<file path="src/rtl/uart_tx_arbiter.sv">
// ---------------------------------------------------------------------------
// uart_tx_arbiter
//   Shares one UART Transmitter between two byte sources:
//     port 0 : echo path from the Receiver (rx_valid/rx_data). It cannot be
//              stalled, so its bytes are buffered in a FIFO_DEPTH-entry FIFO.
//     port 1 : message source with a valid/ready handshake.
//   Round-robin arbitration picks the next byte. Each byte is sequenced
//   against the Transmitter's rdy: grant -> tx_en pulse -> wait for rdy to
//   fall (bounded by BUSY_TIMEOUT) -> wait for rdy to rise.
//
// Parameters
//   FIFO_DEPTH   : port-0 FIFO entries (power of two, 2..16)
//   BUSY_TIMEOUT : cycles to wait for tx_rdy to fall after tx_en
//
// Ports
//   clk, rst            : clock, asynchronous active-high reset
//   rx_valid, rx_data   : port-0 byte pulse from the Receiver
//   msg_valid, msg_data : port-1 byte request (data stable while valid)
//   msg_ready           : port-1 byte accepted this cycle (combinational)
//   tx_en, tx_data      : start pulse / registered byte to the Transmitter
//   tx_rdy              : Transmitter idle flag
//   grant_src           : source of current/most recent transfer (0 echo, 1 msg)
//   busy                : arbiter FSM not idle
//   fifo_count          : port-0 FIFO occupancy
//   overflow, tx_err    : sticky drop / busy-timeout flags
//   err_clr             : synchronous clear of the sticky flags
//
// Optional build macro UART_ARB_STATS_EN adds cnt_echo/cnt_msg, 16-bit
// wrapping counts of bytes granted per source.
// ---------------------------------------------------------------------------
module uart_tx_arbiter #(
    parameter int unsigned FIFO_DEPTH   = 4,
    parameter int unsigned BUSY_TIMEOUT = 15
) (
    input  logic                          clk,
    input  logic                          rst,
    input  logic                          rx_valid,
    input  logic [7:0]                    rx_data,
    input  logic                          msg_valid,
    input  logic [7:0]                    msg_data,
    output logic                          msg_ready,
    output logic                          tx_en,
    output logic [7:0]                    tx_data,
    input  logic                          tx_rdy,
    output logic                          grant_src,
    output logic                          busy,
    output logic [$clog2(FIFO_DEPTH):0]   fifo_count,
    output logic                          overflow,
    output logic                          tx_err,
    input  logic                          err_clr
`ifdef UART_ARB_STATS_EN
    ,
    output logic [15:0]                   cnt_echo,
    output logic [15:0]                   cnt_msg
`endif
);

    localparam int unsigned AW = $clog2(FIFO_DEPTH);
    localparam int unsigned CW = AW + 1;
    localparam int unsigned TW = $clog2(BUSY_TIMEOUT + 1);

    localparam logic [CW-1:0] FULL_CNT = CW'(FIFO_DEPTH);
    localparam logic [CW-1:0] CNT_ONE  = CW'(1);
    localparam logic [AW-1:0] PTR_ONE  = AW'(1);
    localparam logic [TW-1:0] TMO_ONE  = TW'(1);
    localparam logic [TW-1:0] TMO_LAST = TW'(BUSY_TIMEOUT - 1);

    typedef enum logic [1:0] {
        S_IDLE,
        S_ISSUE,
        S_WAIT_BUSY,
        S_WAIT_DONE
    } state_t;

    state_t          r_state;
    state_t          w_next;

    logic [7:0]      r_mem [FIFO_DEPTH];
    logic [AW-1:0]   r_wptr;
    logic [AW-1:0]   r_rptr;
    logic [CW-1:0]   r_count;

    logic            r_tx_en;
    logic [7:0]      r_tx_data;
    logic            r_grant_src;
    logic            r_last_grant;
    logic            r_overflow;
    logic            r_tx_err;
    logic [TW-1:0]   r_tmo_cnt;

    logic            w_pend0;
    logic            w_pend1;
    logic            w_grant;
    logic            w_gsel;
    logic            w_pop;
    logic            w_full;
    logic            w_push_ok;
    logic            w_drop;
    logic            w_tmo;
    logic [7:0]      w_head;

    // ------------------------------------------------------------------
    // Port-0 FIFO
    // ------------------------------------------------------------------
    assign w_full    = (r_count == FULL_CNT);
    // A pop in the same cycle frees the slot, so a push into a full FIFO
    // still succeeds when the head is being granted.
    assign w_push_ok = rx_valid && (!w_full || w_pop);
    assign w_drop    = rx_valid && w_full && !w_pop;
    assign w_head    = r_mem[r_rptr];

    always_ff @(posedge clk) begin
        if (w_push_ok) begin
            r_mem[r_wptr] <= rx_data;
        end
    end

    always_ff @(posedge clk or posedge rst) begin
        if (rst) begin
            r_wptr  <= '0;
            r_rptr  <= '0;
            r_count <= '0;
        end else begin
            if (w_push_ok) begin
                r_wptr <= r_wptr + PTR_ONE;
            end
            if (w_pop) begin
                r_rptr <= r_rptr + PTR_ONE;
            end
            case ({w_push_ok, w_pop})
                2'b10:   r_count <= r_count + CNT_ONE;
                2'b01:   r_count <= r_count - CNT_ONE;
                default: r_count <= r_count;
            endcase
        end
    end

    // ------------------------------------------------------------------
    // Arbitration FSM: next state and grant decode
    // ------------------------------------------------------------------
    assign w_pend0 = (r_count != '0);
    assign w_pend1 = msg_valid;

    always_comb begin
        w_next  = r_state;
        w_grant = 1'b0;
        w_gsel  = 1'b0;
        w_tmo   = 1'b0;
        case (r_state)
            S_IDLE: begin
                if (tx_rdy && (w_pend0 || w_pend1)) begin
                    w_grant = 1'b1;
                    if (w_pend0 && w_pend1) begin
                        w_gsel = ~r_last_grant;
                    end else begin
                        w_gsel = w_pend1;
                    end
                    w_next = S_ISSUE;
                end
            end
            S_ISSUE: begin
                w_next = S_WAIT_BUSY;
            end
            S_WAIT_BUSY: begin
                if (!tx_rdy) begin
                    w_next = S_WAIT_DONE;
                end else if (r_tmo_cnt == TMO_LAST) begin
                    w_tmo  = 1'b1;
                    w_next = S_IDLE;
                end
            end
            S_WAIT_DONE: begin
                if (tx_rdy) begin
                    w_next = S_IDLE;
                end
            end
            default: begin
                w_next = S_IDLE;
            end
        endcase
    end

    assign w_pop     = w_grant && !w_gsel;
    assign msg_ready = w_grant && w_gsel;

    // ------------------------------------------------------------------
    // State register and registered datapath
    // ------------------------------------------------------------------
    always_ff @(posedge clk or posedge rst) begin
        if (rst) begin
            r_state      <= S_IDLE;
            r_tx_en      <= 1'b0;
            r_tx_data    <= '0;
            r_grant_src  <= 1'b0;
            r_last_grant <= 1'b1;
            r_overflow   <= 1'b0;
            r_tx_err     <= 1'b0;
            r_tmo_cnt    <= '0;
        end else begin
            r_state <= w_next;
            // Registered pulse: high exactly for the ISSUE cycle.
            r_tx_en <= w_grant;

            if (w_grant) begin
                r_tx_data    <= w_gsel ? msg_data : w_head;
                r_grant_src  <= w_gsel;
                r_last_grant <= w_gsel;
            end

            if (r_state == S_ISSUE) begin
                r_tmo_cnt <= '0;
            end else if (r_state == S_WAIT_BUSY && tx_rdy) begin
                r_tmo_cnt <= r_tmo_cnt + TMO_ONE;
            end

            // Set has priority over clear.
            if (w_drop) begin
                r_overflow <= 1'b1;
            end else if (err_clr) begin
                r_overflow <= 1'b0;
            end

            if (w_tmo) begin
                r_tx_err <= 1'b1;
            end else if (err_clr) begin
                r_tx_err <= 1'b0;
            end
        end
    end

`ifdef UART_ARB_STATS_EN
    logic [15:0] r_cnt_echo;
    logic [15:0] r_cnt_msg;

    always_ff @(posedge clk or posedge rst) begin
        if (rst) begin
            r_cnt_echo <= '0;
            r_cnt_msg  <= '0;
        end else if (w_grant) begin
            if (w_gsel) begin
                r_cnt_msg <= r_cnt_msg + 16'd1;
            end else begin
                r_cnt_echo <= r_cnt_echo + 16'd1;
            end
        end
    end

    assign cnt_echo = r_cnt_echo;
    assign cnt_msg  = r_cnt_msg;
`endif

    assign tx_en      = r_tx_en;
    assign tx_data    = r_tx_data;
    assign grant_src  = r_grant_src;
    assign busy       = (r_state != S_IDLE);
    assign fifo_count = r_count;
    assign overflow   = r_overflow;
    assign tx_err     = r_tx_err;

endmodule
</file>
<file path="config.mk">
export PLATFORM = sky130hd
export DESIGN_NAME = uart_tx_arbiter
export DESIGN_NICKNAME = d
export VERILOG_FILES = /design/src/rtl/uart_tx_arbiter.sv
export SDC_FILE = /design/constraint.sdc
export NUM_CORES = 1
export LEC_CHECK = 0
export ABC_AREA = 1
export BUFFER_PORTS_ARGS = -buffer_cell sky130_fd_sc_hd__clkbuf_2
export CORE_MARGIN = 3
export CORE_UTILIZATION = 25
export DETAILED_ROUTE_END_ITERATION = 16
export SLEW_MARGIN = 20
export SYNTH_ARGS = -nofsm -noshare
export SYNTH_HDL_FRONTEND = slang
export SYNTH_SLANG_ARGS = --single-unit
</file>
<file path="constraint.sdc">
create_clock -name clk -period 2.33 [get_ports clk]
set_input_delay 0.1165 -clock clk [delete_from_list [all_inputs] [get_ports clk]]
set_output_delay 0.1165 -clock clk [all_outputs]
set_load 0.02 [all_outputs]
</file>
==> reports/results.tsv <==
metric	value	unit
wl_met3	308	um
vias	1798	
nNetsFinal	323	
min_from	msg_data[4]	
finalHoldViolCount	0	
pre_cts_ws	0.1476	ns
stdcell_count	430	
die-area	11450	um^2
drt_wl_total	5497	um
ant_nets	0	
peakVddDrop	416.4	uV
syn_inst	233	
yosysWarnings	0	
hp-class	in -> reg	
drc	0	
pwr-share-comb	34.4	%
via_per_inst	4.181	
yosysUniqueCellTypes	30	
grt_max_degree	27	
rows	36	
fill_cells	995	
setup_ws	0.1632	ns
syn-mean-instance-area	10.95	um^2
met1Wirelength	2605	um
postCtsSetupBuffers	0	
ys_ff_latch	58	
clockRootBuffer	clkbuf_8	
period_share	93.00	%
pwr-share-seq	38.9	%
grt_pass1_vias	1851	
cts_buffers	9	
whs	0.004724	ns
power.share.switching	36.81	%
worstSetupStartpointType	register	
syn_area	2551	um^2
clock_power_share	26.7	%
io_buffer_count	38	
top_layer	met4	
place_congestion	0.7654	
die_h	107.0	um
final_layout_size_suffix_gt1_share	23.91	%
relSlewSlack	64.36	%
globalRoute.totalOverflow	0	
worstMarginPinSlew	0.5340	ns
path_clk_slew	0.07	ns
fin_tns_setup	0	ns
firstDrtPassIters	4	
leakage	1.421	nW
drt_iter0_drc	125	
worstPathMaxFanout	7	
power_switching	1.515	mW
worstPathRequired	2.53	ns
core_area	9864	um^2
post-route-util	32.90	%
routedWlPerCell	12.78	um
dp_hpwl	3817	um
n_antenna_cell	0	
cts_tree	built	
cts_num_sinks	58	
intPower	2.600	mW
dp_cells	406	
maxCapViolations	0	
pin_count	39	
startpoint	fifo_count[0]	
status	finished, final reports clean	
slew_violations	0	
dr_wl_met2	2531	um
fmax	461.5	MHz
antenna_found_initial	0	
syn_nets	263	
start_util	25.86	%
clockBufferDepth	2	
end_kind	register	
fin_crit	2.167	ns
ys_seq_area_share	63.22	%
setup_viol	0	
power_density	1268	nW/um^2
grt_pass1_wl	9197	um
die_x	107.0	um
clk_latency	0.33	ns
area_delta_synth_final	27.22	%
skew	0.006333	ns
rsz0062_at_grt	no	
critical_path_arrival	2.37	ns
timing.rr.start	fifo_count[0]	
critPathKind	reg -> reg	
ctsHtreeMaxLevel	3	
grtUsageTotal	10.41	%
==> flip-flops by register name (all words and copies together), names as in the netlist <==
register	cells
r_rptr	2
tx_err	1
overflow	1
fifo_count	3
grant_src	1
r_mem	32
r_last_grant	1
tx_data	8
r_tmo_cnt	4
tx_en	1
r_wptr	2
r_state	2
==> synthesized netlist by cell type (all sizes together) <==
library cell / instances / area share, %
a21oi: 3 / 0.59
and3: 1 / 0.25
buf: 4 / 1.5
dfrtp: 25 / 25
dfstp: 1 / 1.0
edfxtp: 32 / 38
fa: 1 / 0.78
ha: 7 / 3.4
inv: 30 / 4.4
nand2: 45 / 7.1
nand3: 16 / 3.8
nand4: 1 / 0.25
nor2: 25 / 4.7
nor3: 2 / 0.39
o2111ai: 1 / 0.59
o21a: 1 / 0.29
o21ai: 23 / 4.5
o22ai: 10 / 2.5
o31ai: 1 / 0.29
xnor2: 2 / 0.69
xor2: 2 / 0.69
==> through the flow <==
step | power, mW | area, um^2
after global routing | 4.436 | 3246
after floorplan | 2.610 | 2551
after CTS | 4.151 | 3224
after detailed placement | 3.031 | 2914
final | 4.115 | 3246
after global placement | 2.997 | 2914
==> layout by cell type (no fill, tap or decap), types with 2 or more instances in the layout <==
cell type      netlist  layout
nand2_1             42      42
clkbuf_2             0      38
edfxtp_1            32      32
inv_1               26      26
dfrtp_1             25      25
o21ai_0             23      23
nor2_1              22      22
nand3_1             14      14
o22ai_1             10      10
clkbuf_8             0       9
dlygate4sd3_1        0       9
ha_1                 7       7
buf_4                0       6
inv_2                4       4
a21oi_1              3       3
bufinv_16            0       3
nand2_2              2       2
nor3_1               2       2
xor2_1               2       2
xnor2_1              2       2
clkinv_1             0       2
==> metal layers <==
layer  up-vias  GRT usage [%]
met1       847          13.97
li1        902              -
met5         -              0
met2        42          15.59
met4         0          4.110
met3         7          3.311
==> kinds of logic after synthesis <==
kind of cell	synth area share, %
xor gates and xnor gates	1.373
adders and majority gates	4.218
buffers and inverters	5.934
DFF	63.22
and+or+nand+nor	16.53
AOI/OAI and AO/OA	8.730
==> critical path, cell delays in order, from the launching register on <==
cell and delay, ns:
dfrtp_1 0.43, inv_2 0.10, nand3_2 0.12, o2111ai_4 0.13, nand2_2 0.13, nand2_4 0.11
ha_1 0.14, inv_1 0.06, fa_1 0.38, a21oi_1 0.16, o21ai_0 0.13, xor2_1 0.16
==> worst paths after layout <==
| kind | cells past startpoint | slack [ns] | endpoint |
|---|---|---|---|
| setup / recovery | 11 | 0.16 | fifo_count[2] |
| hold / removal | 3 | 0.005 | tx_data[4] |
| setup reg to reg | 11 | 0.16 | fifo_count[2] |
| hold reg to reg | 2 | 0.50 | r_last_grant |
| max in group asynchronous | 4 | 1.64 | r_last_grant |
| min in group asynchronous | 4 | 0.38 | r_wptr[1] |
==> layout make-up <==
class                           instances  area [um^2]  share of cell area (%)
Multi-Input combinational cell        141        798.3                   24.60
Timing Repair Buffer                   53        325.3                   10.02
Inverter                               30        112.6                   3.470
Clock inverter                          6        106.4                   3.277
Sequential cell                        58         1613                   49.69
Tap cell                              133        166.4                   5.127
Clock buffer                            9        123.9                   3.817
==> power by group through the flow <==
stage | clock [mW] | sequential (mW) | combinational, mW
2_1_floorplan | 0 | 1.71 | 0.898
3_3_place_gp | 0 | 1.60 | 1.39
3_5_place_dp | 0 | 1.62 | 1.41
4_1_cts | 1.12 | 1.60 | 1.43
5_1_grt | 1.16 | 1.64 | 1.63
6_report | 1.10 | 1.60 | 1.42
==> what timing repair did <==
item | 4_1_cts | 5_1_grt
gates resized for setup | 0 | 1
hold endpoints to repair | 36 | 4
endpoints found under the setup margin | 0 | 1
hold buffers | 8 | 1
Note: power is estimated with default switching activity, not from simulation.
